==> src/rtl/serial_adder.sv <==
// ============================================================================
// Module   : serial_adder
// Purpose  : Multi-cycle adder; iterates a DIGIT-bit full-adder slice over
//            WIDTH-bit operands with a start/busy/done handshake.
//            Optional subtract mode when SERIAL_ADDER_SUB_EN is defined.
// Revision : 1.0 - initial release
// ============================================================================
`default_nettype none

module serial_adder #(
    parameter int WIDTH = 8,
    parameter int DIGIT = 1
) (
    input  logic             clk,
    input  logic             rst_n,
    input  logic             start,
    input  logic [WIDTH-1:0] inA,
    input  logic [WIDTH-1:0] inB,
    input  logic             Cin,
`ifdef SERIAL_ADDER_SUB_EN
    input  logic             sub,
`endif
    output logic             busy,
    output logic             done,
    output logic [WIDTH-1:0] outS,
    output logic             Cout,
    output logic             ovf
);

    localparam int c_n_slices = WIDTH / DIGIT;
    localparam int c_cnt_w    = (c_n_slices > 1) ? $clog2(c_n_slices) : 1;
    localparam logic [c_cnt_w-1:0] c_cnt_last = c_cnt_w'(c_n_slices - 1);

    typedef enum logic [1:0] {
        S_IDLE = 2'd0,
        S_RUN  = 2'd1,
        S_DONE = 2'd2
    } state_t;

    state_t             r_state;
    logic [WIDTH-1:0]   r_a;
    logic [WIDTH-1:0]   r_b;
    logic [WIDTH-1:0]   r_psum;
    logic               r_carry;
    logic [c_cnt_w-1:0] r_cnt;

    logic               w_inv;
    logic               w_start_inv;
    logic [DIGIT-1:0]   w_b;
    logic [DIGIT-1:0]   w_s;
    logic [DIGIT:0]     w_c;
    logic [WIDTH-1:0]   w_psum_next;

`ifdef SERIAL_ADDER_SUB_EN
    logic r_sub;
    assign w_inv       = r_sub;
    assign w_start_inv = sub;
`else
    assign w_inv       = 1'b0;
    assign w_start_inv = 1'b0;
`endif

    // Ripple the slice bit by bit; w_c[DIGIT-1] is the carry into the slice MSB.
    always_comb begin
        logic [DIGIT:0] c;
        w_b  = r_b[DIGIT-1:0] ^ {DIGIT{w_inv}};
        w_s  = '0;
        c    = '0;
        c[0] = r_carry;
        for (int i = 0; i < DIGIT; i++) begin
            w_s[i]   = r_a[i] ^ w_b[i] ^ c[i];
            c[i+1]   = (r_a[i] & w_b[i]) | (c[i] & (r_a[i] ^ w_b[i]));
        end
        w_c = c;
    end

    // Slice sum enters at the top; after N slices the word is aligned.
    assign w_psum_next = (r_psum >> DIGIT) | (WIDTH'(w_s) << (WIDTH - DIGIT));

    always_ff @(posedge clk) begin
        if (!rst_n) begin
            r_state <= S_IDLE;
            r_a     <= '0;
            r_b     <= '0;
            r_psum  <= '0;
            r_carry <= 1'b0;
            r_cnt   <= '0;
`ifdef SERIAL_ADDER_SUB_EN
            r_sub   <= 1'b0;
`endif
            busy    <= 1'b0;
            done    <= 1'b0;
            outS    <= '0;
            Cout    <= 1'b0;
            ovf     <= 1'b0;
        end else begin
            done <= 1'b0;
            case (r_state)
                S_IDLE, S_DONE: begin
                    if (start) begin
                        r_a     <= inA;
                        r_b     <= inB;
                        r_carry <= Cin ^ w_start_inv;
                        r_cnt   <= '0;
`ifdef SERIAL_ADDER_SUB_EN
                        r_sub   <= sub;
`endif
                        busy    <= 1'b1;
                        r_state <= S_RUN;
                    end else begin
                        r_state <= S_IDLE;
                    end
                end
                S_RUN: begin
                    r_a     <= r_a >> DIGIT;
                    r_b     <= r_b >> DIGIT;
                    r_psum  <= w_psum_next;
                    r_carry <= w_c[DIGIT];
                    r_cnt   <= r_cnt + 1'b1;
                    if (r_cnt == c_cnt_last) begin
                        busy    <= 1'b0;
                        done    <= 1'b1;
                        outS    <= w_psum_next;
                        Cout    <= w_c[DIGIT];
                        ovf     <= w_c[DIGIT] ^ w_c[DIGIT-1];
                        r_state <= S_DONE;
                    end
                end
                default: begin
                    busy    <= 1'b0;
                    r_state <= S_IDLE;
                end
            endcase
        end
    end

endmodule

`default_nettype wire

==> config.mk <==
export PLATFORM = sky130hd
export DESIGN_NAME = serial_adder
export DESIGN_NICKNAME = d
export VERILOG_FILES = /design/src/rtl/serial_adder.sv
export SDC_FILE = /design/constraint.sdc
export NUM_CORES = 1
export LEC_CHECK = 0
export ABC_AREA = 1
export CAP_MARGIN = 10
export CORE_ASPECT_RATIO = 0.9
export CORE_MARGIN = 5
export CORE_UTILIZATION = 50
export CTS_CLUSTER_SIZE = 16
export DETAILED_ROUTE_END_ITERATION = 8
export PLACE_DENSITY = 0.72
export SLEW_MARGIN = 10
export SYNTH_ARGS = -nofsm -noshare
export SYNTH_HDL_FRONTEND = slang
export SYNTH_SLANG_ARGS = --single-unit
==> constraint.sdc <==
create_clock -name clk -period 1.8 [get_ports clk]
set_clock_uncertainty 0.1 [all_clocks]
set_input_delay 0.27 -clock clk [delete_from_list [all_inputs] [get_ports clk]]
set_output_delay 0.27 -clock clk [all_outputs]
set_load 0.01 [all_outputs]
Word level (Yosys, flattened, before mapping)
Cells that the tools add are included.

storage, ports and cells
  logic and storage cells = 46
  flip-flop bits (word level) = 42
  bits of input ports = 20

cells by class
  reductions and logical operators = 7
  equality and inequality tests = 5
  bitwise gates (word level) = 7
  muxes and demuxes = 15
  $add $sub $neg = 1

operators by type and width
  kind                 count
  $pmux 8 s2           2
  $mux 8               2
  $or 7x8->8           1
  $reduce_and 2->1     4
  $pmux 3 s2           1
  $mux 1               5
  $ne 2x2->1 const B   2
  $pmux 1 s2           2
  $pmux 2 s2           1
  $add 3x1->3 const B  1
  $eq 3x3->1 const B   1
  $mux 3               1
  $xor 1x1->1          3
  $and 1x1->1          2
  $eq 2x1->1 const B   1
  $eq 2x2->1 const B   1
  $logic_not 2->1      1
  $mux 2               1
  $reduce_bool 2->1    1
  $reduce_or 2->1      1
  $or 1x1->1           1

Longest topological paths before layout
  depth after elaboration = 4
  depth in mapped cells = 8
  mapped depth without buffers = 7

Worst setup path before layout
No wires, ideal clock.

  kind = register to register
  start = register r_cnt[0]
  end = register ovf
  cell stages (with the launch flop) = 7
  data required time = 1.587 ns
  arrival time = 1.112 ns
  clock period less this slack = 1.324 ns
  setup slack = 0.476 ns
  path through = dfxtp_1 ha_1 ha_1 nand2_1 buf_4 nor2_1 nor2_1

between the ends
  cells in the longest elaborated chain, start to end = 2

RTL lines
  element                            line  text
  start: declaration                 45    logic [c_cnt_w-1:0] r_cnt;
  start signal: assignment           119   r_cnt <= r_cnt + 1'b1;
  $eq 3x3->1                         120   if (r_cnt == c_cnt_last) begin
  $reduce_and 2->1 (no source line)  --
  end signal: assignment             125   ovf <= w_c[DIGIT] ^ w_c[DIGIT-1];
  end: declaration                   27    output logic ovf

Every way passes these cells.
A chain may end at the register's enable or synchronous reset.

Worst setup path in the final report
  start = register outS[6]
  end = output outS[6]

RTL lines
  element                   line  text
  start: declaration        25    output logic [WIDTH-1:0] outS,
  start signal: assignment  123   outS <= w_psum_next;

No word-level cell between the ends.

==> impl_metrics.json <==
{
  "place_congestion": 0.748,
  "grt_max_degree": 37,
  "dp_hpwl_mm": 2.34,
  "netlist_instances": 264,
  "synth_top_cell_area_share_pct": 43.0,
  "cts.repair.resized": 0,
  "hold_violations": 0,
  "cp.arrival_ps": 1160,
  "dieArea_sq_um": 5160,
  "final_util_pct": 61.8,
  "drv_slew": 0,
  "pin_count": 32,
  "syn_area_sq_um": 1910,
  "synth_most_common_cell": "nand2_1",
  "outcome": "complete, no violations",
  "crit_buf_inv": 1,
  "antennaDiodeCount": 0,
  "clock-sinks": 41,
  "powerDensity_nw_per_um2": 825,
  "grt_usage_pct": 16.2,
  "antenna_found_initial": 0,
  "yosys_warnings": 0,
  "max_slew.worst_pin.slew_ps": 366,
  "cts-root-buf": "clkbuf_8",
  "power_frac_comb_pct": 16.9,
  "yosysTopAreaCell": "dfxtp_1",
  "cellInternalPower_mw": 1.38,
  "portBuffers": 31,
  "die_x_microns": 75.1,
  "max_stage_delay_ps": 530,
  "grt_pass1_vias": 1450,
  "path_cells": "clkdlybuf4s50_1",
  "start_util_pct": 51.5,
  "cts_tree": "done",
  "holdWs_ps": 363,
  "avgSynthCellArea_sq_um": 7.23,
  "vias_per_cell": 4.86,
  "synth_edf_count": 0,
  "cp_max_fo": 2,
  "rsz0062_at_grt": "false",
  "cts_buffer_depth": 2,
  "vias": 1643,
  "first_iter_violations": 130,
  "die_h_microns": 68.6,
  "maxSlewHeadroom_pct": 75.6,
  "min_period_ps": 1530,
  "sw_frac_of_total_pct": 27.2,
  "path_clk_slew_ps": 70,
  "post_cts_buffers": 0,
  "fp.coreArea_sq_um": 3700,
  "syn_nets": 287,
  "synthTopCellsByArea": "dfxtp_1 (43%), nand3_1 (10%), nand2_1 (10%), nor2_1 (6.3%), inv_1 (6.1%)",
  "ys.flop_type": "dfxtp_1",
  "hp-class": "reg -> reg",
  "startpoint_type": "flop",
  "syn2layout_area_growth_pct": 19.9,
  "dp.cells": 330,
  "criticalPathCategory": "reg -> out",
  "final_cell_count_no_fill": 338,
  "p_seq_share_pct": 52.9,
  "critPathCaptureType": "primary output",
  "num_rows": 21,
  "ir_drop_v": 0.000535,
  "grt_overflow_total": 0,
  "cts_hold_buffers": 0,
  "fin_crit_sh_pct": 84.8,
  "final.setup.tns_ps": 0,
  "first_pass_iters": 4,
  "fmax_ghz": 0.655,
  "critPathRequiredTime_ps": 1430,
  "pwr-share-clk_pct": 30.2,
  "crit_slowest_cell": "clkdlybuf4s50_1",
  "synth_seq_cells": 41,
  "nets": 314,
  "ys_async_sr_fraction_pct": 0,
  "route.detailed.wl_per_inst_microns": 11.1,
  "total_leakage_power_nw": 1.05,
  "synth_commonest_cells": "nand2_1 (52), dfxtp_1 (41), nand3_1 (40), nor2_1 (32), inv_1 (31)",
  "critPathTopFamily": "buffers and inverters",
  "ys_seq_area_share_pct": 43.0,
  "drive_gt1_share_pct": 6.16,
  "finalWirelength_mm": 3.75,
  "grt_first_pass_wirelength_mm": 6.51,
  "p_switching_mw": 0.512,
  "antenna_left": 0,
  "cts_buffers": 5,
  "drv_cap": 0,
  "setup_viol_count_final": 0,
  "drc": 0,
  "htree_num_levels": 2,
  "synthDistinctLibCells": 24,
  "clk_latency_ps": 290
}
[power by group through the flow]
stage	logic, mW	registers, mW	clock network (mW)
2_1_floorplan	0.244	1.01	0
3_3_place_gp	0.317	1.02	0
3_5_place_dp	0.318	1.02	0
4_1_cts	0.320	0.997	0.587
5_1_grt	0.369	1.00	0.626
6_report	0.319	0.998	0.571
[final cells by class]
| cell class | count | area [sq um] |
|---|---|---|
| Multi-Input combinational cell | 170 | 827 |
| Sequential cell | 41 | 821 |
| Tap cell | 46 | 57.6 |
| Clock buffer | 6 | 72.6 |
| Fill cell | 344 | 1420 |
| Inverter | 38 | 148 |
| Timing Repair Buffer | 35 | 353 |
| Clock inverter | 2 | 10.0 |
[registers in the layout, indices dropped and copies added, names as in the netlist]
register and count:
done 1, r_b 8, r_a 8, r_carry 1
ovf 1, r_cnt 3, outS 8, busy 1
r_psum 7, Cout 1, r_state 2
[path summary, 6_finish.rpt]
check             startpoint       to  slack [ps]  cells past startpoint
setup / recovery     outS[6]  outS[6]         270                      1
hold / removal       outS[4]  outS[4]         360                      2
setup reg to reg  r_state[0]      ovf         310                      5
hold reg to reg      outS[4]  outS[4]         360                      2
[per-layer routing]
metal | vias to the layer above | track usage [%] | wire (microns)
met5 | - | 0 | 0
met4 | 0 | 4.59 | 38
met3 | 5 | 4.20 | 168
met2 | 25 | 24.9 | 1610
met1 | 735 | 22.3 | 1930
li1 | 878 | - | -
[layout by cell type, fill, tap and decap left out]
cell and count:
dfxtp_1 41, clkbuf_1 1, nor2_1 32, nand2_4 2
o21ai_0 9, inv_1 31, xor2_1 1, buf_4 3
fa_1 1, buf_12 1, a21oi_1 10, nor2_8 1
nand2_1 52, nor3_1 15, nand3_1 40, o21ai_1 1
clkinv_1 4, inv_4 2, clkdlybuf4s50_1 31, ha_1 2
clkinv_2 2, nand3b_1 3, inv_2 1, nand3_4 1
clkbuf_8 5
[stage by stage]
stage / total power [mW] / area (sq um) / setup WS, ps
floorplan: 1.25 / 1910 / 476
global placement: 1.33 / 2210 / 250
detailed placement: 1.34 / 2210 / 213
CTS: 1.90 / 2290 / 248
global route: 2.00 / 2290 / 176
finish: 1.89 / 2290 / 273
[kinds of logic after synthesis]
logic type / after synthesis / share of synthesized area (%)
adders and majority gates: 3 / 2.36
and+or+nand+nor: 146 / 35.3
buffers and inverters: 53 / 13.7
AOI/OAI and AO/OA: 20 / 5.24
xor gates and xnor gates: 1 / 0.459
DFF: 41 / 43.0
[worst min-delay path: stages, from the launching register on]
cell	delay, ps
dfxtp_1	310
nand2_1	60
a21oi_1	50
Note: power is estimated with default switching activity, not from simulation.
